==> src/rtl/sub_pkg.sv <==
// sub_pkg: widths, word types, saturation limits and carry-lookahead helpers for the pipelined subtractor
package sub_pkg;
    localparam int WIDTH = 32;
    localparam int LO_W  = 16;
    typedef logic [WIDTH-1:0] word_t;
    typedef logic [LO_W-1:0]  half_t;
    localparam word_t SAT_POS = 32'h7FFF_FFFF;
    localparam word_t SAT_NEG = 32'h8000_0000;
    // group generate of a 4-bit block
    function automatic logic gen4(input logic [3:0] g, input logic [3:0] p);
        return g[3] | p[3] & g[2] | p[3] & p[2] & g[1] | p[3] & p[2] & p[1] & g[0];
    endfunction
    // carries into bits 0..3 of a 4-bit block, fully expanded from ci
    function automatic logic [3:0] cla4(input logic [3:0] g, input logic [3:0] p, input logic ci);
        return {g[2] | p[2] & g[1] | p[2] & p[1] & g[0] | p[2] & p[1] & p[0] & ci,
                g[1] | p[1] & g[0] | p[1] & p[0] & ci,
                g[0] | p[0] & ci,
                ci};
    endfunction
endpackage

==> src/rtl/sub_half_16.sv <==
// sub_half_16: combinational 16-bit a + ~b + cin slice with two-level carry-lookahead
module sub_half_16
    import sub_pkg::*;
(
    input  logic  [LO_W-1:0] a,
    input  logic  [LO_W-1:0] b,
    input  logic             cin,
    output logic  [LO_W-1:0] d,
    output logic             cout
);
    half_t g, p, c;
    logic [3:0] gg, pg, gc;
    assign g = a & ~b;
    assign p = a ^ ~b;
    for (genvar i = 0; i < 4; i++) begin : grp
        assign gg[i] = gen4(g[4*i+:4], p[4*i+:4]);
        assign pg[i] = &p[4*i+:4];
        assign c[4*i+:4] = cla4(g[4*i+:4], p[4*i+:4], gc[i]);
    end
    assign gc = cla4(gg, pg, cin);
    assign cout = gen4(gg, pg) | &pg & cin;
    assign d = p ^ c;
endmodule

==> src/rtl/subtractor_32bit_pipe.sv <==
// subtractor_32bit_pipe: two-stage D = A - B - BIN with borrow/overflow flags behind valid/ready.
// Define SUB_SATURATE_EN to clamp D to the signed limits on overflow.
module subtractor_32bit_pipe
    import sub_pkg::*;
(
    input  logic             clk,
    input  logic             rst_n,
    input  logic             in_valid,
    output logic             in_ready,
    input  logic [WIDTH-1:0] A,
    input  logic [WIDTH-1:0] B,
    input  logic             BIN,
    output logic             out_valid,
    input  logic             out_ready,
    output logic [WIDTH-1:0] D,
    output logic             BOUT,
    output logic             OVF
);
    half_t d_lo, a_hi, b_hi, lo_d, hi_d;
    logic s1_valid, c16, lo_c, hi_c, adv2, ovf;
    word_t d_nxt;
    assign adv2 = ~out_valid | out_ready;
    assign in_ready = ~s1_valid | adv2;
    sub_half_16 u_lo (.a(A[LO_W-1:0]), .b(B[LO_W-1:0]), .cin(~BIN), .d(lo_d), .cout(lo_c));
    sub_half_16 u_hi (.a(a_hi), .b(b_hi), .cin(c16), .d(hi_d), .cout(hi_c));
    assign ovf = (a_hi[LO_W-1] ^ b_hi[LO_W-1]) & (a_hi[LO_W-1] ^ hi_d[LO_W-1]);
`ifdef SUB_SATURATE_EN
    assign d_nxt = ovf ? (a_hi[LO_W-1] ? SAT_NEG : SAT_POS) : {hi_d, d_lo};
`else
    assign d_nxt = {hi_d, d_lo};
`endif
    always_ff @(posedge clk or negedge rst_n)
        if (!rst_n) begin
            s1_valid <= 1'b0;
            d_lo     <= '0;
            c16      <= 1'b0;
            a_hi     <= '0;
            b_hi     <= '0;
        end else if (in_ready) begin
            s1_valid <= in_valid;
            if (in_valid) begin
                d_lo <= lo_d;
                c16  <= lo_c;
                a_hi <= A[WIDTH-1:LO_W];
                b_hi <= B[WIDTH-1:LO_W];
            end
        end
    // result registers only move when downstream can take them, so D is stable under stall
    always_ff @(posedge clk or negedge rst_n)
        if (!rst_n) begin
            out_valid <= 1'b0;
            D         <= '0;
            BOUT      <= 1'b0;
            OVF       <= 1'b0;
        end else if (adv2) begin
            out_valid <= s1_valid;
            if (s1_valid) begin
                D    <= d_nxt;
                BOUT <= ~hi_c;
                OVF  <= ovf;
            end
        end
endmodule

==> config.mk <==
export PLATFORM = sky130hd
export DESIGN_NAME = subtractor_32bit_pipe
export DESIGN_NICKNAME = d
export VERILOG_FILES = /design/src/rtl/sub_pkg.sv /design/src/rtl/sub_half_16.sv /design/src/rtl/subtractor_32bit_pipe.sv
export SDC_FILE = /design/constraint.sdc
export NUM_CORES = 1
export LEC_CHECK = 0
export ABC_CLOCK_PERIOD_IN_PS = 5550
export BUFFER_PORTS_ARGS = -buffer_cell sky130_fd_sc_hd__clkbuf_2
export CAP_MARGIN = 20
export CORE_ASPECT_RATIO = 0.8
export CORE_MARGIN = 4
export CORE_UTILIZATION = 50
export DETAILED_ROUTE_END_ITERATION = 10
export PLACE_DENSITY = 0.75
export SLEW_MARGIN = 20
export SYNTH_ARGS = -nofsm -noshare
export SYNTH_HDL_FRONTEND = slang
export SYNTH_SLANG_ARGS = --single-unit
==> constraint.sdc <==
create_clock -name clk -period 5.55 [get_ports clk]
set_clock_uncertainty 0.05 [all_clocks]
set_input_delay 0.2775 -clock clk [delete_from_list [all_inputs] [get_ports clk]]
set_output_delay 0.2775 -clock clk [all_outputs]
set_load 0.03 [all_outputs]
==> flow_summary.ini <==
[run_status]
status = finished, violations left
violations = hold timing

[floorplanning]
row_count = 30
core-area_sq_mm = 0.00863
dieArea_sq_mm = 0.0106
io_pins = 105
chipWidth_microns = 114
start_util_pct = 52.3
die_h_microns = 93.0

[setup_path]
slowest_stage = fa_1
worstPathRequired_ns = 5.73
critical_path.max_fanout = 4
arrival_ns = 2.88
reg2regPathDepth = 8
cp.depth = 8
crit_buf_inv = 0
cpLargestDelayFamily = compound AO/OA/AOI/OAI gates
cp-start-kind = register
cp_slowest_stage_delay_ns = 0.46
crit_path_end_kind = register
path_cells = ha_1 > a21o_1 > and4_1 > o211ai_1 > nand2b_1 > a221oi_1 > fa_1 > o21ai_0
crit_type = register to register

[clock_tree]
postCtsSetupRepairBufs = 0
clk_latency_ns = 0.33
clock-sinks = 85
root_buffer = clkbuf_16
clk_path_buf_depth = 2
ctsHoldBuffers = 0
path_clk_slew_ns = 0.06
cts-resized-gates = 0
htree_levels = 3
cts_made_buffers = 9
cts_tree = done

[yosys]
async_flop_share_pct = 100
yosys_warnings = 0
syn_area_sq_mm = 0.00452
synth_edf_count = 0
synth_seq_cells = 85
synth.net_count = 520
syn_area_per_cell_sq_um = 11.0
synth_cell_types = 45
ys_seq_area_share_pct = 47.1
syn_inst = 411
ys.flop_type = dfrtp_1

[worst_hold_path]
hold_path_class = primary input to asynchronous set/reset pin

[route]
vias = 3311
antenna_left = 0
vias_per_cell = 5.24
wirelength_microns = 9210
wl_met1_microns = 4290
drt_pass1_iterations = 4
top_layer = met4
drtIter0Drc = 178
drc = 0
wl_met2_microns = 4360
wl_met3_microns = 483
wl_per_cell_microns = 14.6

[cells_and_area]
fin_area_sq_mm = 0.00547
utilization_pct = 63.3
nets = 624
fin_cells = 632
drive_above_1_share_pct = 33.7
area_growth_pct = 21.0
n_antenna_cell = 0

[pwr]
pwr_density_cell_mw_per_mm2 = 417
p_leak_nw = 2.76
finalPower_mw = 2.28
vdd_drop_max_mv = 0.282

[global_route]
grt_pass1_wl_microns = 15700
antenna_found_initial = 0
grt_pass1_vias = 3345
grt_overflow = 0
grt_max_degree = 86
grt_usage_pct = 18.4

[sta]
setup-violations-final = 0
post-route-period-util_pct = 48.7
fmax_mhz = 370
fin_ws_ns = 2.85
slew_headroom_pct = 33.4
fin_crit_ns = 2.70
worst_pin_slew_ns = 0.995
worst_hold_slack_ns = -0.0544
slew_viol_final = 0
finalHoldViolCount = 85
timing.setup.tns_ns = 0
rsz0062_at_grt = false

[place]
place.detailed.hpwl_microns = 6860
place_congestion = 0.783
dp.cells = 616
place_ws_ns = 2.72
io_buffers = 104
place_area_sq_mm = 0.00515

[run]
max-cap-violations = 0
==> metal layers <==
metal | vias up | GRT usage (%)
li1 | 1633 | -
met1 | 1587 | 24.8
met2 | 85 | 29.8
met3 | 6 | 4.79
met4 | 0 | 4.95
met5 | - | 0
==> layout make-up <==
cell class	instances	area [sq um]
Fill cell	725	3170
Multi-Input combinational cell	270	2190
Sequential cell	85	2130
Timing Repair Buffer	105	534
Clock buffer	13	270
Inverter	44	165
Tap cell	112	140
Clock inverter	3	42.5
==> registers in the layout, indices dropped and copies added (netlist names) <==
name	flops
D	32
c16	1
out_valid	1
a_hi	16
d_lo	16
BOUT	1
b_hi	16
s1_valid	1
OVF	1
==> final timing paths <==
| check | start | endpoint | slack [ns] |
|---|---|---|---|
| min in group clk | in_valid | s1_valid | 0.12 |
| worst max register to register | a_hi[0] | D[28] | 2.85 |
| worst min register to register | d_lo[15] | d_lo[15] | 0.42 |
| max in group asynchronous | rst_n | D[1] | 4.99 |
| worst max-delay path | a_hi[0] | D[28] | 2.85 |
| worst min-delay path | rst_n | a_hi[8] | -0.05 |
==> cell usage after synthesis (2+ instances only) <==
| master | number | area (sq um) |
|---|---|---|
| a211oi_1 | 3 | 22.5 |
| a21o_1 | 3 | 22.5 |
| a21oi_1 | 15 | 75.1 |
| a31oi_1 | 3 | 18.8 |
| and2_1 | 2 | 12.5 |
| and3_1 | 2 | 12.5 |
| and4_1 | 3 | 26.3 |
| buf_1 | 4 | 15.0 |
| clkbuf_1 | 8 | 30.0 |
| dfrtp_1 | 85 | 2130 |
| fa_1 | 8 | 160 |
| ha_1 | 32 | 400 |
| inv_1 | 44 | 165 |
| mux2_2 | 50 | 563 |
| nand2_1 | 40 | 150 |
| nand2b_1 | 7 | 43.8 |
| nand3_1 | 3 | 15.0 |
| nand3b_1 | 2 | 15.0 |
| nor2_1 | 8 | 30.0 |
| nor2b_1 | 3 | 18.8 |
| nor3_1 | 7 | 35.0 |
| o21a_1 | 8 | 60.1 |
| o21ai_0 | 28 | 140 |
| o21bai_1 | 2 | 15.0 |
| o31ai_1 | 8 | 60.1 |
| xnor2_1 | 2 | 17.5 |
| xor2_1 | 13 | 114 |
==> layout by cell type, fill, tap and decap left out, drive strengths merged, types with 2 or more instances in the layout <==
cell type,n
nor3,7
inv,44
buf,2
nor2b,3
o21a,8
xnor2,2
nor2,8
nand2b,7
a31oi,3
ha,32
a21o,3
and3,2
clkbuf,116
fa,8
o221ai,2
dfrtp,85
a21oi,15
and4,3
nand3,3
and2,2
o21bai,2
o31ai,8
o21ai,29
mux2,50
a211oi,3
nand2,40
xor2,13
nand3b,2
==> worst register-to-register path, delay by kind of cell (launching register included) <==
kind	cells	cell delay, ns
AO/OA/AOI/OAI	4	0.99
flip-flops	1	0.41
AND/OR/NAND/NOR	2	0.40
adder cells (fa/ha/maj)	2	0.76
==> logic make-up (layout without fill, tap and decap cells) <==
group | Yosys count | in the layout | share of synthesized area, %
AO/OA/AOI/OAI | 85 | 85 | 12.1
flip-flops | 85 | 85 | 47.1
AND/OR/NAND/NOR | 80 | 80 | 8.42
buffers and inverters | 56 | 165 | 4.65
multiplexers | 50 | 50 | 12.5
adder cells (fa/ha/maj) | 40 | 40 | 12.4
XOR/XNOR | 15 | 15 | 2.91
==> power by group <==
| group | internal, mW | switching (mW) | total, mW | leakage [nW] |
|---|---|---|---|---|
| logic | 0.301 | 0.488 | 0.789 | 1.59 |
| registers | 0.781 | 0.0975 | 0.878 | 1.02 |
| clock network | 0.385 | 0.230 | 0.615 | 0.152 |
Note: power is estimated with default switching activity, not from simulation.
